### src/rtl/csr_req_gen.sv
// rtl/csr_req_gen.sv - writeback-side CSR request generator with trap/ERTN flush sequencing
module csr_req_gen #(
  parameter int FLUSH_CYCLES = 2
) (
  input  logic        clk,
  input  logic        resetn,
  input  logic        in_valid,
  output logic        in_ready,
  input  logic [31:0] in_pc,
  input  logic [1:0]  in_csr_op,
  input  logic [13:0] in_csr_num,
  input  logic [31:0] in_rd_val,
  input  logic [31:0] in_rj_val,
  input  logic [4:0]  in_rd,
  input  logic        in_ertn,
  input  logic [4:0]  in_ex,
  input  logic [31:0] in_badv,
  output logic [79:0] csr_ctrl,
  input  logic [31:0] csr_rvalue,
  output logic [48:0] CSR_in_bus,
  input  logic [31:0] ex_entry,
  input  logic [31:0] era_pc,
  input  logic        has_int,
  output logic        rf_we,
  output logic [4:0]  rf_waddr,
  output logic [31:0] rf_wdata,
  output logic        flush,
  output logic [31:0] flush_pc,
  output logic [31:0] retire_cnt
);

  typedef enum logic {RUN, FLUSH} state_t;

  state_t      state, state_nxt;
  logic [3:0]  fcnt, fcnt_nxt;
  logic        flush_nxt;
  logic [31:0] flush_pc_nxt;

  logic        st_valid;
  logic [31:0] st_pc;
  logic [1:0]  st_op;
  logic [13:0] st_num;
  logic [31:0] st_rd_val;
  logic [31:0] st_rj_val;
  logic [4:0]  st_rd;
  logic        st_ertn;
  logic [4:0]  st_ex;

  logic        wb_ex;
  logic        ertn_flush;
  logic [5:0]  ecode;
  logic        csr_act;
  logic        csr_re;
  logic        csr_we;
  logic [31:0] csr_wmask;

  // The fault address is carried on the port for a later revision only.
  logic unused_badv;
  assign unused_badv = ^in_badv;

  assign in_ready = (state == RUN);

  // Stage register: capture one retiring instruction per handshake.
  always_ff @(posedge clk or negedge resetn) begin
    if (!resetn) begin
      st_valid  <= 1'b0;
      st_pc     <= '0;
      st_op     <= '0;
      st_num    <= '0;
      st_rd_val <= '0;
      st_rj_val <= '0;
      st_rd     <= '0;
      st_ertn   <= 1'b0;
      st_ex     <= '0;
    end else begin
      st_valid <= in_valid && in_ready;
      if (in_valid && in_ready) begin
        st_pc     <= in_pc;
        st_op     <= in_csr_op;
        st_num    <= in_csr_num;
        st_rd_val <= in_rd_val;
        st_rj_val <= in_rj_val;
        st_rd     <= in_rd;
        st_ertn   <= in_ertn;
        st_ex     <= in_ex;
      end
    end
  end

  // Exception priority: interrupt, adef, ine, sys, brk, ale.
  always_comb begin
    ecode = 6'h00;
    if (st_valid && !has_int) begin
      if (st_ex[4])      ecode = 6'h08;
      else if (st_ex[3]) ecode = 6'h0D;
      else if (st_ex[2]) ecode = 6'h0B;
      else if (st_ex[1]) ecode = 6'h0C;
      else if (st_ex[0]) ecode = 6'h09;
    end
  end

  assign wb_ex      = st_valid && (has_int || (|st_ex));
  assign ertn_flush = st_valid && st_ertn && !wb_ex;
  assign CSR_in_bus = {ertn_flush, wb_ex, ecode, 9'h000, st_valid ? st_pc : 32'h0};

  // CSR access is suppressed entirely by any exception, including an interrupt.
  assign csr_act = st_valid && (st_op != 2'b00) && !wb_ex;
  assign csr_re  = csr_act;
  assign csr_we  = csr_act && st_op[1];

  // Write mask by op: csrwr writes all bits, csrxchg uses rj as the mask.
  always_comb begin
    csr_wmask = 32'h0;
    if (csr_act) begin
      case (st_op)
        2'b10:   csr_wmask = 32'hFFFF_FFFF;
        2'b11:   csr_wmask = st_rj_val;
        default: csr_wmask = 32'h0;
      endcase
    end
  end

  assign csr_ctrl = csr_act ? {st_num, csr_re, csr_we, st_rd_val, csr_wmask} : 80'h0;

  // rd receives the pre-write CSR value; the CSR write lands at the clock edge.
  assign rf_we    = csr_re;
  assign rf_waddr = csr_re ? st_rd : 5'h0;
  assign rf_wdata = csr_re ? csr_rvalue : 32'h0;

  // Count every commit that does not trap (ERTN included), wrapping naturally.
  always_ff @(posedge clk or negedge resetn) begin
    if (!resetn) begin
      retire_cnt <= '0;
    end else if (st_valid && !wb_ex) begin
      retire_cnt <= retire_cnt + 32'd1;
    end
  end

  // Flush FSM state register.
  always_ff @(posedge clk or negedge resetn) begin
    if (!resetn) begin
      state    <= RUN;
      fcnt     <= '0;
      flush    <= 1'b0;
      flush_pc <= '0;
    end else begin
      state    <= state_nxt;
      fcnt     <= fcnt_nxt;
      flush    <= flush_nxt;
      flush_pc <= flush_pc_nxt;
    end
  end

  // Flush FSM next state: a trap/ERTN commit starts a FLUSH_CYCLES-long flush.
  always_comb begin
    state_nxt    = state;
    fcnt_nxt     = fcnt;
    flush_nxt    = flush;
    flush_pc_nxt = flush_pc;
    case (state)
      RUN: begin
        if (wb_ex || ertn_flush) begin
          state_nxt    = FLUSH;
          fcnt_nxt     = 4'(FLUSH_CYCLES - 1);
          flush_nxt    = 1'b1;
          flush_pc_nxt = wb_ex ? ex_entry : era_pc;
        end
      end
      FLUSH: begin
        if (fcnt == 4'd0) begin
          state_nxt = RUN;
          flush_nxt = 1'b0;
        end else begin
          fcnt_nxt = fcnt - 4'd1;
        end
      end
      default: begin
        state_nxt = RUN;
        flush_nxt = 1'b0;
      end
    endcase
  end

endmodule

### config.mk
export PLATFORM = sky130hd
export DESIGN_NAME = csr_req_gen
export DESIGN_NICKNAME = d
export VERILOG_FILES = /design/src/rtl/csr_req_gen.sv
export SDC_FILE = /design/constraint.sdc
export NUM_CORES = 1
export LEC_CHECK = 0
export BUFFER_PORTS_ARGS = -buffer_cell sky130_fd_sc_hd__buf_4
export CORE_AREA = 3 3 187 189
export DETAILED_ROUTE_END_ITERATION = 8
export DIE_AREA = 0 0 190 192
export SETUP_SLACK_MARGIN = 0.1
export SYNTH_ARGS = -nofsm -noshare
export SYNTH_HDL_FRONTEND = slang
export SYNTH_SLANG_ARGS = --single-unit
export TNS_END_PERCENT = 10
### constraint.sdc
create_clock -name clk -period 6.3 [get_ports clk]
set_input_delay 0.63 -clock clk [delete_from_list [all_inputs] [get_ports clk]]
set_output_delay 0.63 -clock clk [all_outputs]
set_load 0.01 [all_outputs]
==> results.yml, run 1 <==
grt:
  grt_use_met2_pct: 23.93
  top_usage_layer: "met2"
  gr-total-overflow: 0
  grt_max_degree: 158
  grt_pass1_vias: 7650
  grt_use_met3_pct: 7.027
  grt.met1_usage_pct: 17.62
  antenna_found_initial: 1
  grt_pass1_wl_mm: 42.38
  grt_use_total_pct: 14.80
placement:
  gp_congestion: 0.7809
  dp_hpwl_mm: 20.85
  portBuffers: 444
clock_tree:
  cts_tree: "yes"
  insertion_delay_ps: 450
  cts_buffers: 17
  cts_hold_buf: 0
  clockBufferDepth: 2
  ctsResizeCount: 0
  numClockSinks: 194
  clk_pin_slew_ps: 80
  root_buffer: "clkbuf_16"
  post_cts_buffers: 0
  cts_max_level: 4
synth:
  synthFlopType: "dfrtp_1"
  synth_compound_area_share_pct: 5.998
  synth.yosys.warnings: 0
  ys_async_sr_fraction_pct: 100.0
  yosys.area_share.simple_pct: 16.49
  yosysUniqueCellTypes: 36
  ys_seq_area_share_pct: 53.50
  syn_inst: 832
  synth_seq_cells: 194
  yosys.area_share.adder_pct: 0.4137
  synth_xor_area_share_pct: 3.089
  netlist_area_um2: 9074
  synth_top_family_by_area: "simple AND/OR/NAND/NOR gates"
  muxShareOfSynthArea_pct: 15.06
  syn_area_per_cell_um2: 10.91
  synth-edff-count: 0
sta:
  skew_ps: 10.29
  period_share_pct: 59.16
  final-hold-violation-count: 0
  fmax_ghz: 0.2683
  finalCriticalPeriod_ps: 3727
  rsz0062_at_grt: "no"
  worst_slew_pin_slew_ps: 824.6
  slew_headroom_pct: 45.03
  setup_viol: 0
  drv_slew: 0
  tns_ps: 0
hold_path:
  hold_class: "input pin to async pin"
power_and_ir_drop:
  leakage_nw: 6.692
  cellPowerDensity_nw_per_um2: 350.2
  peakVddDrop_mv: 0.2630
final_layout:
  fin_util_pct: 39.93
  fillers: 3283
  regArea_um2: 4855
  final_nets: 1507
  area_delta_synth_final_pct: 47.20
  multi_input_area_um2: 3786
  drive_gt1_share_pct: 46.43
routing:
  vias: 7508
  drc: 0
  antenna_left: 0
  wl_per_cell_um: 16.47
  dr.first_iter.drc_count: 217
  viasPerCell: 4.386
  drt-total-wl_mm: 28.19
  first_pass_iters: 4
critical_path:
  crit_fanout: 84
  path_delay_family: "simple AND/OR/NAND/NOR gates"
  cp_common_cell: "buf_4"
  crit_arrival_ps: 3100
  cpPeakStageDelay_ps: 550
  worst-path-buf-inv: 3
  worstPathRequired_ps: 5670
  slowest_stage: "or3b_2"
  worstPathCellList: "buf_4, or3b_2, nor2_4, o21a_2, buf_4, and2_1, buf_4"
  end_kind: "primary output"
  worstSetupStartpointType: "flop"
  critPathKind: "flop to primary output"
die:
  fp.dieW_um: 190
  core_um2: 33450
  fp-row-count: 67
  die_h_um: 192
  die-area_um2: 36480
  initial_core_util_pct: 27.13
  io-pin-count: 488
run_status:
  outcome: "finished clean"
job:
  maxCapViolations: 0
cell usage in the layout (no fill, tap or decap), drive strengths merged, types with 2 or more instances in the layout:
cell / instances
a21oi: 67
and2: 120
and3: 4
and4: 11
buf: 453
clkbuf: 19
clkinv: 2
conb: 11
dfrtp: 194
diode: 2
ha: 3
inv: 48
mux2: 92
mux2i: 33
nand2: 47
nand2b: 4
nand3: 10
nand4: 11
nor2: 38
nor3: 9
nor3b: 2
nor4: 8
o21ai: 33
or3b: 2
xnor2: 14
xor2: 18
final timing paths:
path	startpoint	endpoint	slack, ps	cells past startpoint
worst max-delay path	st_valid	rf_wdata[2]	2570	7
worst min-delay path	resetn	retire_cnt[17]	180	1
worst max register to register	st_valid	retire_cnt[28]	3920	5
worst min register to register	retire_cnt[31]	retire_cnt[31]	480	1
max in group asynchronous	resetn	st_rd_val[8]	4800	2
min in group clk	in_rj_val[30]	st_rj_val[30]	390	3
stage by stage:
step | cells | setup WS [ps] | area [um^2] | power [W] | hold WS, ps
after floorplan | 842 | 3692 | 9111 | 0.002959 | 334.4
after global placement | 1678 | 2902 | 12770 | 0.003570 | 463.8
after detailed placement | 1678 | 2907 | 12770 | 0.003623 | 468.7
after CTS | 1710 | 2457 | 13350 | 0.004757 | 186.9
after global routing | 1710 | 2315 | 13350 | 0.005023 | 202.9
final | 1712 | 2573 | 13360 | 0.004678 | 178.7
routing by layer:
| metal | vias to the layer above | wire [um] |
|---|---|---|
| li1 | 3595 | - |
| met1 | 3591 | 11520 |
| met2 | 294 | 13290 |
| met3 | 26 | 2969 |
| met4 | 2 | 407 |
| met5 | - | 8 |
synth_stat cells, drive strengths merged, types with 8 or more instances:
library cell / count / area share [%]
buf: 21 / 1.9
mux2i: 33 / 3.6
nand2: 47 / 1.9
a21oi: 67 / 3.7
xnor2: 14 / 1.4
mux2: 92 / 11
nand3: 10 / 0.55
xor2: 18 / 1.7
nor3: 9 / 0.50
and4: 11 / 1.1
inv: 38 / 1.6
dfrtp: 194 / 54
nor2: 38 / 1.7
nand4: 11 / 0.76
nor4: 8 / 0.55
and2: 120 / 8.3
clkbuf: 45 / 1.9
o21ai: 33 / 1.8
report_power, final:
part | leakage [nW] | switching (W) | internal [W] | total [W]
Combinational | 4.07 | 0.000740 | 0.000817 | 0.00156
Clock | 0.286 | 0.000532 | 0.000571 | 0.00110
Sequential | 2.34 | 0.000253 | 0.00177 | 0.00202
Total | 6.69 | 0.00152 | 0.00315 | 0.00468
final cells by class:
class | count | share of cell area, %
inverter | 38 | 1.068
timing repair buffer | 454 | 25.66
sequential | 194 | 36.35
clock buffer | 18 | 3.288
tap | 448 | 4.197
antenna | 2 | 0.03747
multi-input combinational | 544 | 28.35
clock inverter | 14 | 1.059
cell families (layout without fill, tap and decap cells):
family	count (synthesis)	in the layout
mux	125	125
simple gates	269	269
compound gates	104	104
fa+ha+maj	3	3
buf+inv	104	524
xor+xnor	32	32
flops	194	194
other cells	1	13
registers in the layout, summed over array words and instances, names as in the netlist:
name,flops
st_rd,5
retire_cnt,32
st_rj_val,32
st_rd_val,32
st_ex,5
flush,1
st_ertn,1
fcnt,4
st_num,14
st_op,2
st_pc,32
state,1
st_valid,1
flush_pc,32
Note: power is estimated with default switching activity, not from simulation.
==> run 2: changes to the inputs <==
- CORE_AREA: 3 3 187 189 -> 3 3 190 192
- DIE_AREA: 0 0 190 192 -> 0 0 193 195
- clock period: 6.3 -> 3.8 ns (I/O delays scaled with it)
==> run 2 against run 1 <==
  * Critical path type unchanged
  * Cell area grew 0.28%
  * Sequential power grew 65%
  * Register-to-register slack got worse by 2400 ps
  * Largest cell class unchanged
  * Critical endpoint is now csr_ctrl[69]
==> results.yml, run 2 (same netlist as run 1, synthesis figures left out) <==
critical_path:
  worstPathCellList: "or3b_2, nor2_4, o21a_2, buf_4, and2_1, buf_4"
  worstSetupStartpointType: "flop"
  crit_arrival_ps: 2900
  r2r_cells: 5
  worst-path-buf-inv: 2
  path_depth: 6
  worstPathRequired_ps: 3420
  slowest_stage: "or3b_2"
  reg2reg_setup_slack_ps: 1510
  cp_common_cell: "buf_4"
  cpPeakStageDelay_ps: 560
  crit_fanout: 85
  critPathKind: "flop to primary output"
  path_delay_family: "simple AND/OR/NAND/NOR gates"
  end_kind: "primary output"
sta:
  final-hold-violation-count: 0
  whs_ps: 129.3
  worst_slew_pin_slew_ps: 927.7
  period_share_pct: 86.28
  setup_viol: 0
  tns_ps: 0
  skew_ps: 9.409
  slew_headroom_pct: 38.15
  rsz0062_at_grt: "no"
  drv_slew: 0
  fmax_ghz: 0.3050
  finalCriticalPeriod_ps: 3278
die:
  fp.dieW_um: 193
  die_h_um: 195
  core_um2: 34540
  io-pin-count: 488
  initial_core_util_pct: 26.27
  fp-row-count: 68
  die-area_um2: 37640
grt:
  antenna_found_initial: 3
  grt_use_total_pct: 14.32
  grt_pass1_vias: 7717
  gr-total-overflow: 0
  grt_pass1_wl_mm: 42.43
  grt_max_degree: 158
routing:
  wl_per_cell_um: 16.13
  dr.first_iter.drc_count: 261
  vias: 7462
  antenna_left: 0
  first_pass_iters: 4
  viasPerCell: 4.338
  drc: 0
  drt-total-wl_mm: 27.74
clock_tree:
  clk_pin_slew_ps: 80
  cts_hold_buf: 1
  numClockSinks: 194
  post_cts_buffers: 0
  cts_buffers: 17
  clockBufferDepth: 2
  cts_max_level: 4
  insertion_delay_ps: 440
  root_buffer: "clkbuf_16"
  cts_tree: "yes"
  ctsResizeCount: 0
hold_path:
  whs_path_depth: 3
  hold_class: "input pin to flop"
power_and_ir_drop:
  leakage_nw: 6.709
  peakVddDrop_mv: 0.3479
  cellPowerDensity_nw_per_um2: 578.6
final_layout:
  final_common_cell: "buf_4"
  drive_gt1_share_pct: 46.36
  stdcell_count: 1720
  final_nets: 1509
  layout_common_cells: "buf_4 (452), dfrtp_1 (194), and2_1 (120)"
  fillers: 3436
  fin_util_pct: 38.78
  area_delta_synth_final_pct: 47.61
run_status:
  outcome: "finished clean"
job:
  maxCapViolations: 0
placement:
  gp_congestion: 0.7574
  portBuffers: 444
  dp_hpwl_mm: 20.35
  place_inst: 1686
[run 2: worst paths after layout]
path                         startpoint            to
min reg2reg                     fcnt[3]       fcnt[3]
max reg2reg                    st_ex[3]  flush_pc[29]
min in group asynchronous        resetn  st_rd_val[7]
max                            st_ex[4]  csr_ctrl[69]
max in group asynchronous        resetn  flush_pc[18]
min                        in_rj_val[4]  st_rj_val[4]
[run 2: where the power goes]
group / internal, W / switching, W / total, W
logic: 0.00136 / 0.00122 / 0.00258
registers: 0.00293 / 0.000416 / 0.00334
clock network: 0.000949 / 0.000879 / 0.00183
total: 0.00524 / 0.00251 / 0.00775
[run 2: routing by layer]
metal  share of wire [%]  vias up  global-route usage, %  wire length, um
met5                0.11        -                      0               31
met4                 1.8        4                  4.072              493
met3                  11       29                  6.517             3030
met2                  47      310                  23.10            12940
met1                  41     3520                  17.22            11250
li1                    -     3599                      -                -
[run 2: per-stage QoR]
step | setup WS [ps] | area [um^2] | total power [W]
2_1_floorplan | 1607 | 9111 | 0.004906
3_3_place_gp | 952.1 | 12800 | 0.005926
3_5_place_dp | 947.9 | 12800 | 0.006002
4_1_cts | 467.1 | 13390 | 0.007894
5_1_grt | 295.4 | 13390 | 0.008324
6_report | 521.5 | 13390 | 0.007749
[run 2: area by class of cell]
| class | instances | area, um^2 | area share [%] |
|---|---|---|---|
| Multi-Input combinational cell | 544 | 3786 | 28.27 |
| Timing Repair Buffer | 456 | 3457 | 25.81 |
| Tap cell | 455 | 569.3 | 4.250 |
| Antenna cell | 1 | 2.502 | 0.01868 |
| Inverter | 38 | 142.6 | 1.065 |
| Sequential cell | 194 | 4855 | 36.24 |
| Clock inverter | 13 | 138.9 | 1.037 |
| Clock buffer | 19 | 442.9 | 3.307 |
[run 2: worst reg2reg max path, cell delays in order, from the launching register on]
cell,delay (ps)
dfrtp_1,440
or4_4,600
o31ai_4,170
buf_4,490
mux2i_1,350
a21oi_1,90
==> run 3: changes to the inputs <==
- RECOVER_POWER: default -> 50
- SLEW_MARGIN: default -> 20
- clock period: 3.8 -> 3.5 ns (I/O delays scaled with it)
==> run 3 against run 2 <==
  * The flow now finishes with violations (capacitance limit, slew limit)
  * Non-clock buffer count up 4
  * Setup slack worse by 90 ps
  * Combinational power up 4%
  * First-iteration DRC count up 19%
  * Clock skew about the same
  * Sequential power up 8.7%
  * Utilization down 0.59 points
  * Global-route usage up 0.23 points
  * Clock power up 7%
  * Cell area down 1.5%
  * Wire length up 1.0%
==> results.yml, run 3 (same netlist as run 1, synthesis figures left out) <==
run_status:
  outcome: "finished, violations left"
  violations: "capacitance limit, slew limit"
placement:
  dp_hpwl_mm: 20.92
  placed_area_um2: 12890
  portBuffers: 444
  pre_cts_ws_ps: 877.9
  gp_congestion: 0.7659
grt:
  grt_max_degree: 93
  antenna_found_initial: 3
  gr-total-overflow: 0
  grt_pass1_vias: 7695
  grt_pass1_wl_mm: 42.79
  grt_use_total_pct: 14.54
sta:
  layout_setup_ws_ps: 431.4
  tns_ps: 0
  final-hold-violation-count: 0
  period_share_pct: 87.68
  fmax_ghz: 0.3259
  setup_viol: 0
  worst_slew_pin_slew_ps: 2509
  skew_ps: 9.278
  finalCriticalPeriod_ps: 3069
  slew_headroom_pct: -67.29
  rsz0062_at_grt: "no"
  drv_slew: 138
die:
  die-area_um2: 37640
  fp-row-count: 68
  core_um2: 34540
  fp.dieW_um: 193
  io-pin-count: 488
  initial_core_util_pct: 26.27
  die_h_um: 195
final_layout:
  fillers: 3496
  final_nets: 1513
  fin_util_pct: 38.19
  drive_gt1_share_pct: 41.09
  final_common_cell: "buf_4"
  layout_common_cells: "buf_4 (385), dfrtp_1 (194), and2_1 (120)"
  regArea_um2: 4855
  multi_input_area_um2: 3786
  area_delta_synth_final_pct: 45.38
  fin_area_um2: 13190
clock_tree:
  numClockSinks: 194
  post_cts_buffers: 0
  cts_max_level: 4
  clockBufferDepth: 2
  ctsResizeCount: 0
  clk_pin_slew_ps: 70
  cts_tree: "yes"
  insertion_delay_ps: 450
  root_buffer: "clkbuf_16"
  cts_buffers: 17
  cts_hold_buf: 0
power_and_ir_drop:
  peakVddDrop_mv: 0.3853
  leakage_nw: 6.483
  cellPowerDensity_nw_per_um2: 625.7
critical_path:
  crit_arrival_ps: 2720
  crit_fanout: 59
  worstSetupStartpointType: "flop"
  worstPathRequired_ps: 3150
  critPathKind: "flop to primary output"
  end_kind: "primary output"
routing:
  vias: 7509
  wl_per_cell_um: 16.26
  drt-total-wl_mm: 28.02
  dr.first_iter.drc_count: 310
  antenna_left: 0
  drc: 0
  viasPerCell: 4.356
  first_pass_iters: 4
job:
  maxCapViolations: 2
hold_path:
  hold_class: "input pin to flop"
## run 3: cell count changes in the layout (fill, tap and decap cells not counted), sizes merged
cell,before,now
inv,46,41
clkinv,4,5
dlymetal6s4s,0,1
dlygate4sd3,1,0
clkinvlp,0,1
clkbuf,20,91
buf,454,390
## run 3: cell type report
| class | instances | share of cell area [%] |
|---|---|---|
| antenna | 1 | 0.01897 |
| clock buffer | 22 | 3.595 |
| clock inverter | 10 | 0.7493 |
| inverter | 38 | 1.081 |
| multi-input combinational | 544 | 28.70 |
| sequential | 194 | 36.80 |
| tap | 455 | 4.316 |
| timing repair buffer | 460 | 24.74 |
## run 3: per-stage QoR
step,cells,hold slack (ps),total power [W]
after floorplan,842,54.41,0.005326
after global placement,1691,464.9,0.006488
after detailed placement,1691,467.3,0.006577
after CTS,1723,13.24,0.008578
after global routing,1724,81.77,0.008870
final,1724,100.4,0.008254
## run 3: worst paths after layout
path                           startpoint  slack (ps)             end  depth (start not counted)
max in group asynchronous          resetn        1370        st_op[0]                          1
min in group asynchronous          resetn         680   st_rd_val[21]                          1
hold reg to reg            retire_cnt[31]         480  retire_cnt[31]                          1
setup / recovery                 st_ex[4]         430    rf_wdata[14]                          6
hold / removal              in_rj_val[23]         100   st_rj_val[23]                          3
setup reg to reg                    state         480   st_rj_val[16]                          5
## run 3: power breakdown
part / switching (W) / internal (W) / total [W]
Sequential: 0.000446 / 0.00318 / 0.00363
Clock: 0.000902 / 0.00105 / 0.00195
Combinational: 0.00134 / 0.00134 / 0.00268
Total: 0.00268 / 0.00557 / 0.00825
## run 3: critical path, cell delays in order (launching register included)
cell     delay, ps
dfrtp_1        450
or3b_2         570
nor2_4         190
o21a_2         460
buf_12         280
and2_1         160
buf_4          130
## run 3: routing by layer
metal  track usage (%)  up-vias  wire length (um)
met1             17.42     3569             11540
met5                 0        -                30
met2             23.33      296             12930
met4             4.393        4               501
met3             6.750       31              3027
li1                  -     3609                 -
